### src/rtl/mm_pkg.sv
// mm_pkg: shared definitions for the matrix-multiply result collector.
//   - Default width constants (operand width, engine result width, output width).
//   - Collector state encoding.
//   - FIFO entry layout for the default configuration. The top level builds the
//     same layout locally from its own parameters.
package mm_pkg;

  localparam int N_DEF     = 20;
  localparam int RES_W_DEF = 2 * N_DEF;
  localparam int OUT_W_DEF = 32;

  typedef enum logic [1:0] {
    ST_IDLE    = 2'd0,
    ST_COLLECT = 2'd1,
    ST_DRAIN   = 2'd2,
    ST_DONE    = 2'd3
  } mm_state_e;

  typedef struct packed {
    logic [OUT_W_DEF-1:0] data;
    logic [N_DEF-1:0]     row;
    logic [N_DEF-1:0]     col;
    logic                 last;
  } mm_entry_t;

endpackage

### src/rtl/mm_res_fifo.sv
// mm_res_fifo: synchronous show-ahead FIFO.
// The head entry is visible on rdata_o whenever empty_o is low. The pointers
// carry one extra wrap bit so that full and empty can be told apart.
// Ports:
//   clk_i, rst_ni  clock, asynchronous active-low reset
//   srst_i         synchronous flush (both pointers back to zero)
//   push_i         write wdata_i (taken when not full, or when full with a pop)
//   pop_i          drop the head entry (ignored when empty)
//   rdata_o        head entry
//   full_o, empty_o occupancy flags
module mm_res_fifo #(
  parameter int W     = 8,
  parameter int DEPTH = 8
) (
  input  logic         clk_i,
  input  logic         rst_ni,
  input  logic         srst_i,
  input  logic         push_i,
  input  logic         pop_i,
  input  logic [W-1:0] wdata_i,
  output logic [W-1:0] rdata_o,
  output logic         full_o,
  output logic         empty_o
);

  localparam int AW = $clog2(DEPTH);
  localparam logic [AW:0] PTR_ONE = {{AW{1'b0}}, 1'b1};

  logic [AW:0]  wr_ptr_q, wr_ptr_d;
  logic [AW:0]  rd_ptr_q, rd_ptr_d;
  logic [W-1:0] mem_q [DEPTH];
  logic         do_push_s;
  logic         do_pop_s;

  assign empty_o   = (wr_ptr_q == rd_ptr_q);
  assign full_o    = (wr_ptr_q[AW] != rd_ptr_q[AW]) &&
                     (wr_ptr_q[AW-1:0] == rd_ptr_q[AW-1:0]);
  assign do_pop_s  = pop_i && !empty_o;
  // With full and pop together the new word lands in the slot being vacated.
  assign do_push_s = push_i && (!full_o || do_pop_s);
  assign rdata_o   = mem_q[rd_ptr_q[AW-1:0]];

  // Next-state pointers: flush wins over push/pop.
  always_comb begin
    wr_ptr_d = wr_ptr_q;
    rd_ptr_d = rd_ptr_q;
    if (srst_i) begin
      wr_ptr_d = {(AW+1){1'b0}};
      rd_ptr_d = {(AW+1){1'b0}};
    end else begin
      if (do_push_s) begin
        wr_ptr_d = wr_ptr_q + PTR_ONE;
      end else begin
        wr_ptr_d = wr_ptr_q;
      end
      if (do_pop_s) begin
        rd_ptr_d = rd_ptr_q + PTR_ONE;
      end else begin
        rd_ptr_d = rd_ptr_q;
      end
    end
  end

  // Pointer registers.
  always_ff @(posedge clk_i or negedge rst_ni) begin
    if (!rst_ni) begin
      wr_ptr_q <= {(AW+1){1'b0}};
      rd_ptr_q <= {(AW+1){1'b0}};
    end else begin
      wr_ptr_q <= wr_ptr_d;
      rd_ptr_q <= rd_ptr_d;
    end
  end

  // Storage array; cleared on reset so the head never carries unknown data.
  always_ff @(posedge clk_i or negedge rst_ni) begin
    if (!rst_ni) begin
      for (int i = 0; i < DEPTH; i++) begin
        mem_q[i] <= {W{1'b0}};
      end
    end else if (do_push_s && !srst_i) begin
      mem_q[wr_ptr_q[AW-1:0]] <= wdata_i;
    end
  end

endmodule

### src/rtl/mm_result_collector.sv
// mm_result_collector: captures matrix-multiply results (row-major, one per
// write pulse), tags them with (row, col) and streams them out on valid/ready.
// A FIFO absorbs sink backpressure because the engine cannot be stalled.
// Build option: define MM_RES_SAT_EN to saturate results to the signed OUT_W
// range (adds the sticky err_sat output); otherwise results are truncated.
// Ports:
//   clk, reset (async, active low)
//   start, cfg_rows, cfg_cols        job start and C dimensions
//   write, write_data, finish        engine result strobe/data, finish flag
//   out_valid/out_ready/out_data/out_row/out_col/out_last   result stream
//   busy, done                       COLLECT/DRAIN, DONE status
//   err_ovf, err_unexp, err_short    sticky protocol errors (err_sat optional)
module mm_result_collector
  import mm_pkg::*;
#(
  parameter int N     = N_DEF,
  parameter int OUT_W = OUT_W_DEF,
  parameter int DEPTH = 8
) (
  input  logic             clk,
  input  logic             reset,
  input  logic             start,
  input  logic [N-1:0]     cfg_rows,
  input  logic [N-1:0]     cfg_cols,
  input  logic             write,
  input  logic [2*N-1:0]   write_data,
  input  logic             finish,
  output logic             out_valid,
  input  logic             out_ready,
  output logic [OUT_W-1:0] out_data,
  output logic [N-1:0]     out_row,
  output logic [N-1:0]     out_col,
  output logic             out_last,
  output logic             busy,
  output logic             done,
  output logic             err_ovf,
  output logic             err_unexp,
  output logic             err_short
`ifdef MM_RES_SAT_EN
  ,
  output logic             err_sat
`endif
);

  localparam int RES_W = 2 * N;
  localparam logic [N-1:0]     ONE_N = {{(N-1){1'b0}}, 1'b1};
  localparam logic [RES_W-1:0] ONE_W = {{(RES_W-1){1'b0}}, 1'b1};

  typedef struct packed {
    logic [OUT_W-1:0] data;
    logic [N-1:0]     row;
    logic [N-1:0]     col;
    logic             last;
  } entry_t;

  mm_state_e        state_q, state_d;
  logic [N-1:0]     rows_q, rows_d, cols_q, cols_d;
  logic [N-1:0]     wr_row_q, wr_row_d, wr_col_q, wr_col_d;
  logic [RES_W-1:0] total_q, total_d, cnt_q, cnt_d;
  logic             err_ovf_q, err_ovf_d, err_unexp_q, err_unexp_d;
  logic             err_short_q, err_short_d;
  logic [OUT_W-1:0] data_s;
  logic             last_s, push_req_s, push_s, pop_s, flush_s;
  logic             valid_s, full_s, empty_s;
  entry_t           wentry_s, head_s;

`ifdef MM_RES_SAT_EN
  logic clip_s, err_sat_q, err_sat_d;

  // Clamp v to the signed OUT_W range; the MSB of the result flags clipping.
  function automatic logic [OUT_W:0] sat_fn(input logic [RES_W-1:0] v);
    logic [RES_W-OUT_W:0] hi;
    hi = v[RES_W-1:OUT_W-1];
    if ((hi == {(RES_W-OUT_W+1){1'b0}}) || (hi == {(RES_W-OUT_W+1){1'b1}})) begin
      sat_fn = {1'b0, v[OUT_W-1:0]};
    end else if (v[RES_W-1]) begin
      sat_fn = {1'b1, 1'b1, {(OUT_W-1){1'b0}}};
    end else begin
      sat_fn = {1'b1, 1'b0, {(OUT_W-1){1'b1}}};
    end
  endfunction

  assign {clip_s, data_s} = sat_fn(write_data);
  assign err_sat = err_sat_q;
`else
  assign data_s = write_data[OUT_W-1:0];
  if (OUT_W < RES_W) begin : g_trunc
    logic unused_hi_s;
    assign unused_hi_s = ^write_data[RES_W-1:OUT_W];
  end
`endif

  assign last_s     = (wr_row_q == rows_q - ONE_N) && (wr_col_q == cols_q - ONE_N);
  assign wentry_s   = {data_s, wr_row_q, wr_col_q, last_s};
  assign valid_s    = !empty_s && ((state_q == ST_COLLECT) || (state_q == ST_DRAIN));
  assign pop_s      = valid_s && out_ready;
  assign push_req_s = write && (state_q == ST_COLLECT);
  assign push_s     = push_req_s && (!full_s || pop_s);

  mm_res_fifo #(
    .W     ($bits(entry_t)),
    .DEPTH (DEPTH)
  ) u_fifo (
    .clk_i   (clk),
    .rst_ni  (reset),
    .srst_i  (flush_s),
    .push_i  (push_s),
    .pop_i   (pop_s),
    .wdata_i (wentry_s),
    .rdata_o (head_s),
    .full_o  (full_s),
    .empty_o (empty_s)
  );

  // Collector FSM, coordinate/count tracking and sticky error flags.
  always_comb begin
    state_d     = state_q;
    rows_d      = rows_q;
    cols_d      = cols_q;
    total_d     = total_q;
    cnt_d       = cnt_q;
    wr_row_d    = wr_row_q;
    wr_col_d    = wr_col_q;
    err_ovf_d   = err_ovf_q;
    err_unexp_d = err_unexp_q;
    err_short_d = err_short_q;
    flush_s     = 1'b0;
`ifdef MM_RES_SAT_EN
    err_sat_d   = err_sat_q;
`endif
    case (state_q)
      ST_IDLE, ST_DONE: begin
        if (start) begin
          rows_d      = cfg_rows;
          cols_d      = cfg_cols;
          total_d     = {{N{1'b0}}, cfg_rows} * {{N{1'b0}}, cfg_cols};
          cnt_d       = {RES_W{1'b0}};
          wr_row_d    = {N{1'b0}};
          wr_col_d    = {N{1'b0}};
          err_ovf_d   = 1'b0;
          err_unexp_d = 1'b0;
          err_short_d = 1'b0;
`ifdef MM_RES_SAT_EN
          err_sat_d   = 1'b0;
`endif
          flush_s     = 1'b1;
          if ((cfg_rows == {N{1'b0}}) || (cfg_cols == {N{1'b0}})) begin
            state_d = ST_DONE;
          end else begin
            state_d = ST_COLLECT;
          end
        end else if (write) begin
          err_unexp_d = 1'b1;
        end else begin
          err_unexp_d = err_unexp_q;
        end
      end
      ST_COLLECT: begin
        if (push_s) begin
          cnt_d = cnt_q + ONE_W;
          if (wr_col_q == cols_q - ONE_N) begin
            wr_col_d = {N{1'b0}};
            wr_row_d = wr_row_q + ONE_N;
          end else begin
            wr_col_d = wr_col_q + ONE_N;
            wr_row_d = wr_row_q;
          end
          if (cnt_q + ONE_W == total_q) begin
            state_d = ST_DRAIN;
          end else begin
            state_d = ST_COLLECT;
          end
`ifdef MM_RES_SAT_EN
          if (clip_s) begin
            err_sat_d = 1'b1;
          end else begin
            err_sat_d = err_sat_q;
          end
`endif
        end else begin
          cnt_d = cnt_q;
        end
        if (push_req_s && !push_s) begin
          err_ovf_d = 1'b1;
        end else begin
          err_ovf_d = err_ovf_q;
        end
        // A finish that coincides with the final push is not short.
        if (finish && (cnt_d != total_q)) begin
          err_short_d = 1'b1;
        end else begin
          err_short_d = err_short_q;
        end
      end
      ST_DRAIN: begin
        if (write) begin
          err_unexp_d = 1'b1;
        end else begin
          err_unexp_d = err_unexp_q;
        end
        if (pop_s && head_s.last) begin
          state_d = ST_DONE;
        end else begin
          state_d = ST_DRAIN;
        end
      end
      default: begin
        state_d = ST_IDLE;
      end
    endcase
  end

  // State, configuration, counters and error registers.
  always_ff @(posedge clk or negedge reset) begin
    if (!reset) begin
      state_q     <= ST_IDLE;
      rows_q      <= {N{1'b0}};
      cols_q      <= {N{1'b0}};
      total_q     <= {RES_W{1'b0}};
      cnt_q       <= {RES_W{1'b0}};
      wr_row_q    <= {N{1'b0}};
      wr_col_q    <= {N{1'b0}};
      err_ovf_q   <= 1'b0;
      err_unexp_q <= 1'b0;
      err_short_q <= 1'b0;
`ifdef MM_RES_SAT_EN
      err_sat_q   <= 1'b0;
`endif
    end else begin
      state_q     <= state_d;
      rows_q      <= rows_d;
      cols_q      <= cols_d;
      total_q     <= total_d;
      cnt_q       <= cnt_d;
      wr_row_q    <= wr_row_d;
      wr_col_q    <= wr_col_d;
      err_ovf_q   <= err_ovf_d;
      err_unexp_q <= err_unexp_d;
      err_short_q <= err_short_d;
`ifdef MM_RES_SAT_EN
      err_sat_q   <= err_sat_d;
`endif
    end
  end

  // Stream fields read as zero whenever no word is offered.
  assign out_valid = valid_s;
  assign out_data  = valid_s ? head_s.data : {OUT_W{1'b0}};
  assign out_row   = valid_s ? head_s.row  : {N{1'b0}};
  assign out_col   = valid_s ? head_s.col  : {N{1'b0}};
  assign out_last  = valid_s && head_s.last;
  assign busy      = (state_q == ST_COLLECT) || (state_q == ST_DRAIN);
  assign done      = (state_q == ST_DONE);
  assign err_ovf   = err_ovf_q;
  assign err_unexp = err_unexp_q;
  assign err_short = err_short_q;

endmodule
### config.mk
export PLATFORM = sky130hd
export DESIGN_NAME = mm_result_collector
export DESIGN_NICKNAME = d
export VERILOG_FILES = /design/src/rtl/mm_pkg.sv /design/src/rtl/mm_res_fifo.sv /design/src/rtl/mm_result_collector.sv
export SDC_FILE = /design/constraint.sdc
export NUM_CORES = 2
export LEC_CHECK = 0
export ABC_CLOCK_PERIOD_IN_PS = 4900
export BUFFER_PORTS_ARGS = -buffer_cell sky130_fd_sc_hd__buf_2
export CELL_PAD_IN_SITES_DETAIL_PLACEMENT = 1
export CELL_PAD_IN_SITES_GLOBAL_PLACEMENT = 2
export CORE_MARGIN = 1.5
export CORE_UTILIZATION = 40
export CTS_CLUSTER_DIAMETER = 30
export DETAILED_ROUTE_END_ITERATION = 16
export HOLD_SLACK_MARGIN = 0.03
export PLACE_DENSITY_LB_ADDON = 0.08
export REMOVE_ABC_BUFFERS = 1
export SYNTH_ARGS = -nofsm -noshare
export SYNTH_HDL_FRONTEND = slang
export SYNTH_HIERARCHICAL = 1
export SYNTH_SLANG_ARGS = --single-unit
### constraint.sdc
create_clock -name clk -period 4.9 [get_ports clk]
set_clock_uncertainty 0.05 [all_clocks]
set_input_delay 0.245 -clock clk [delete_from_list [all_inputs] [get_ports clk]]
set_output_delay 0.245 -clock clk [all_outputs]
set_load 0.02 [all_outputs]
Word-level counts from Yosys, hierarchy flattened
Index checks and enable logic that the tools add are counted.

Bitwise operators: 2. Multiplexer cells: 40. $lt $le $gt $ge: 3. Multipliers: 1. Reductions and logical operators: 37. Equal/unequal tests: 15. $add $sub $neg: 7.

Operators by type and width (number): $bwmux 584 (1); $bmux 73 s3 (1); $demux 73 s3 (1); $mux 73 (3); $mux 20 (7); $mux 40 (3); $pmux 20 s2 (2); $pmux 40 s2 (1); $add 20x1->20 const B (2); $add 40x1->40 const B (1); $eq 20x20->1 (2); $eq 40x40->1 (1); $logic_not 20->1 (2); $mul 20x20->40 (1); $ne 40x40->1 (1); $sub 20x1->20 const B (2); $mux 32 (1); $mux 4 (4); $logic_and 1x1->1 (14); $reduce_and 3->1 (3); $add 4x1->4 const B (2); $ge 4x4->1 const B (2); $mux 1 (8); $mux 2 (4); 18 further kinds (36).

Word-level logic and storage cells: 125. Register bits: 757. Bits of input ports: 86. Output and inout port bits: 79.

Depth between registers and ports, before layout
Depth after elaboration: 12. Mapped depth: 27. Depth with buffers taken out: 26.

Hierarchy
The synthesis kept the hierarchy.

Modules (own cells, without submodules): mm_res_fifo (area an instance 27099.7 µm², seq. area each 14814.2 µm², cells an instance 1568, times used 1); mm_result_collector (area an instance 24497.2 µm², seq. area each 4129.0 µm², cells an instance 2828, times used 1).

Worst setup path before layout
Ideal clock, no wire load.

Kind: input port to flip-flop. From: input cfg_cols[5]. To: register total_q[39]. Setup time: 0.090 ns. Arrival: 6.526 ns. Stages on the path: 24. Setup slack: -1.766 ns. Data required time: 4.760 ns. Path buffers: 1. Path through: clkbuf_1 and2_1 fa_1 inv_1 fa_1 fa_1 fa_1 inv_1 fa_1 fa_1 inv_1 fa_1 inv_1 ha_1 and4_1 a21oi_1 nand2_1 a221o_1 a21oi_1 o31ai_1 a21boi_0 o21ai_0 or4_1 o2111ai_1.

Cells in the longest elaborated chain, start to end: 1.

Ends and longest elaborated chain: from (decl) (RTL line mm_result_collector.sv:24) `input logic [N-1:0] cfg_cols,`; $mul 20x20->40 (RTL line mm_result_collector.sv:136) `total_d = {{N{1'b0}}, cfg_rows} * {{N{1'b0}}, cfg_cols};`; to (signal assigned) (RTL line mm_result_collector.sv:219) `total_q <= {RES_W{1'b0}};`; to (signal assigned) (RTL line mm_result_collector.sv:233) `total_q <= total_d;`; to (decl) (RTL line mm_result_collector.sv:59) `logic [RES_W-1:0] total_q, total_d, cnt_q, cnt_d;`.

No other way between the ends. A chain may end at the register's enable or synchronous reset.

Worst setup path after layout
From: input cfg_rows[6]. To: register total_q[37].

Cells in the longest elaborated chain, start to end: 1.

Ends and longest elaborated chain: from (decl) (RTL line mm_result_collector.sv:23) `input logic [N-1:0] cfg_rows,`; $mul 20x20->40 (RTL line mm_result_collector.sv:136).

No other way between the ends.

==> metrics.md <==
| Metric | Value |
|---|---|
| Worst r2r src | u_fifo/wr_ptr_q[2] |
| Synth top area cells | dfrtp_1 37%, mux2_2 13%, fa_1 12% |
| Core area | 0.128 mm2 |
| Crit path DAT | 6340 ps |
| First-pass GRT wire length | 237,000 um |
| Sequential-to-total area share from yosys stat | 0.367 |
| Post-Syn Area | 0.0516 mm2 |
| Die width | roughly 360 um |
| Peak supply drop | 1.68 mV |
| Initial antenna violation count | 3 |
| Placed insts | 6,298 |
| Syn Inst Count | 4,396 |
| Commonest cells in the synthesized netlist | 757 x dfrtp_1, 592 x mux2_2, 383 x inv_1 |
| Final wirelength | about 150,000 um |
| Residual DRC | 0 |
| Max-cap violations | 0 |
| Critical path class | in2reg |
| Starting density of the core | 0.404 |
| Critical Path Fanout Max | 5 |
| Top-area cell type share of the netlist area | 0.367 |
| Delay-heaviest family, CP | adder cells |
| DRT antenna net count | 0 |
| Vias per cell | roughly 5.3 |
| FF-to-FF path depth | 12 |
| Gpl congestion | 0.812 |
| Power per cell area | about 870 mW/mm2 |
| Leak pwr | 30.5 nW |
| CP most frequent cell | fa_1 |
| DP HPWL | 105,000 um |
| # setup viols final | 28 |
| Unrepaired setup endpoints after global routing | yes |
| Slew headroom | 0.0776 |
| FILL cells | 13.3k |
| TritonCTS Buffers | about 190 |
| EDFF count, synth | 0 |
| Cell with the most instances after synthesis | dfrtp_1 |
| Clock Path Buffers | 3 |
| Post-route minimum period | 5780 ps |
| Max-slew violation count | 0 |
| Least-Margin Pin Slew | 1380 ps |
| Fraction of layout cells with a size suffix above 1 | 0.359 |
| # IOs | 165 |
| Fmax | 173 MHz |
| Nets | 5,482 |
| Root Driver | clkbuf_16 |
| Layout area overhead | 24.7% |
| Gr usage total | 0.231 |
| CTS sink count | 757 |
| DP Worst Slack | -2200 ps |
| # rows | 131 |
| Final count of hold timing violations | 0 |
| Final worst-path cycle share | 1.18 |
| Worst EP required | ~5500 ps |
| Mean Syn Cell Area | between 10 and 15 um2 |
| Final WS setup | -878 ps |
| H-Tree Depth | 4 |
| DR iter-0 viols | 1,382 |
| Reg-to-reg critical path endpoint | u_fifo/mem_q[394] |
| Slowest CP cell | fa_1 |
| Vias in the first global route | 40.5k |
| Yosys warns | 6 |
| R2R setup slack | between 400 and 500 ps |
| Pin count of the biggest net entering global routing | 120 |
| Synth async-reset ratio | 1.00 |
| Crit. End Element | flip-flop |
| IO buf count | 156 |
| Worst skew pair latency | 770 ps |
| GRT overflow | 0 |
| Die Y | roughly 360 um |
| Leading register cell type out of synthesis | dfrtp_1 |
| Hold crit path type | in2async |
| Drt first pass iters | 5 |
| Average routed wire per standard cell | 21.9 um |
| Slowest stage delay, CP | 570 ps |
| Setup crit start kind | primary input |
| Crit path buffers/inverters | 6 |
| Post-layout util | 0.503 |
| Status | complete, but fails checks |
| Clock transition at path regs | 40 ps |
| Yosys reg bits | 757 |
| TritonCTS clock tree | done |
| Total Power | around 56 mW |
| Hold WS | 45.6 ps |
| Leading area contributor after synthesis | dfrtp_1 |
| Vias | between 30k and 40k |
| Failing checks | setup timing |
| Final cell count without fillers | a little under 7k |
| Post-synth cell types | 92 |
| Die area | 0.131 mm2 |
[cells in the final DEF (no fill, tap or decap), types with 19 or more instances in the layout]
master,count
a21o_1,24
a21oi_1,66
a31oi_1,32
and2_1,274
and2_4,24
and3_1,19
buf_12,28
buf_2,135
buf_4,311
buf_6,40
bufinv_16,21
clkbuf_1,20
clkbuf_16,190
clkbuf_8,22
clkinv_2,35
clkinvlp_4,35
dfrtp_1,754
dlygate4sd3_1,71
fa_1,304
ha_1,149
inv_1,371
mux2_1,34
mux2_2,592
mux2_4,70
mux4_2,146
nand2_1,341
nand3_1,56
nand4_1,31
nor2_1,113
nor3_1,41
nor4_1,28
o21ai_0,125
o31ai_1,19
xnor2_1,91
xor2_1,96
[metrics by stage]
| step | setup TNS, ps | area, um2 |
|---|---|---|
| 2_1_floorplan | -3782350 | 50200 |
| 5_1_grt | -22820 | 64300 |
| 4_1_cts | -17150 | 63900 |
| 3_5_place_dp | -51650 | 56000 |
| 6_report | -17210 | 64300 |
| 3_3_place_gp | -49690 | 56000 |
[state kept, by name (all words and copies together) (netlist names)]
signal           count
err_unexp            1
u_fifo/mem_q       584
cols_q              20
cnt_q               40
err_ovf              1
total_q             40
u_fifo/wr_ptr_q      4
wr_row_q            20
u_fifo/rd_ptr_q      4
state_q              2
rows_q              20
wr_col_q            20
err_short            1
[worst max-delay path by stage]
stage,startpoint,to,slack [ps],depth (start not counted)
2_1_floorplan,u_fifo/rd_ptr_q[0],u_fifo/mem_q[100],-5700,10
3_3_place_gp,cfg_cols[5],total_q[39],-2140,25
3_5_place_dp,cfg_cols[5],total_q[39],-2200,25
4_1_cts,cfg_rows[6],total_q[37],-960,25
5_1_grt,cfg_rows[16],total_q[37],-1060,26
6_report,cfg_rows[6],total_q[37],-880,25
[cell families (layout without fill, tap and decap cells)]
kind of cell,count (synthesis),after routing,synth area share
AO/OA/AOI/OAI,419,419,0.0525
XOR/XNOR,197,197,0.0334
adder cells (fa/ha/maj),481,481,0.163
buffers and inverters,642,1320,0.0555
flip-flops,757,757,0.367
multiplexers,849,849,0.222
other,0,1,0
AND/OR/NAND/NOR,1051,1051,0.106
[layer usage]
| layer | part of all wire | vias to the layer above | global-route usage |
|---|---|---|---|
| li1 | - | 16200 | - |
| met2 | 0.51 | 463 | 0.407 |
| met1 | 0.44 | 18800 | 0.298 |
| met5 | 0 | - | 0 |
| met4 | 0.021 | 0 | 0.0583 |
| met3 | 0.027 | 193 | 0.0341 |
[area by class of cell]
cell class | count | area [um2] | share of cell area
multi-input cells | 2997 | 30500 | 0.474
flip-flops and latches | 757 | 19000 | 0.295
clock buffers | 231 | 5110 | 0.0794
repair buffers | 590 | 4800 | 0.0747
well taps | 1662 | 2080 | 0.0323
clock inverters | 116 | 1450 | 0.0225
inverters | 383 | 1440 | 0.0224
diodes | 1 | 2.50 | 0.0000389
[power by group]
group | internal, mW | switching, mW
clock | 8.50 | 4.02
sequential | 7.50 | 1.03
combinational | 17.6 | 17.4
total | 33.6 | 22.4
[what timing repair did]
| action | 4_1_cts | 5_1_grt |
|---|---|---|
| setup buffers | 10 | 11 |
| gates resized for setup | 134 | 86 |
| hold buffers | 71 | 0 |
| gates cloned | 0 | 1 |
| hold endpoints to repair | 391 | 0 |
| pin swaps | 75 | 76 |
| endpoints found under the setup margin | 46 | 30 |
Power figures use the tool's default switching activity.
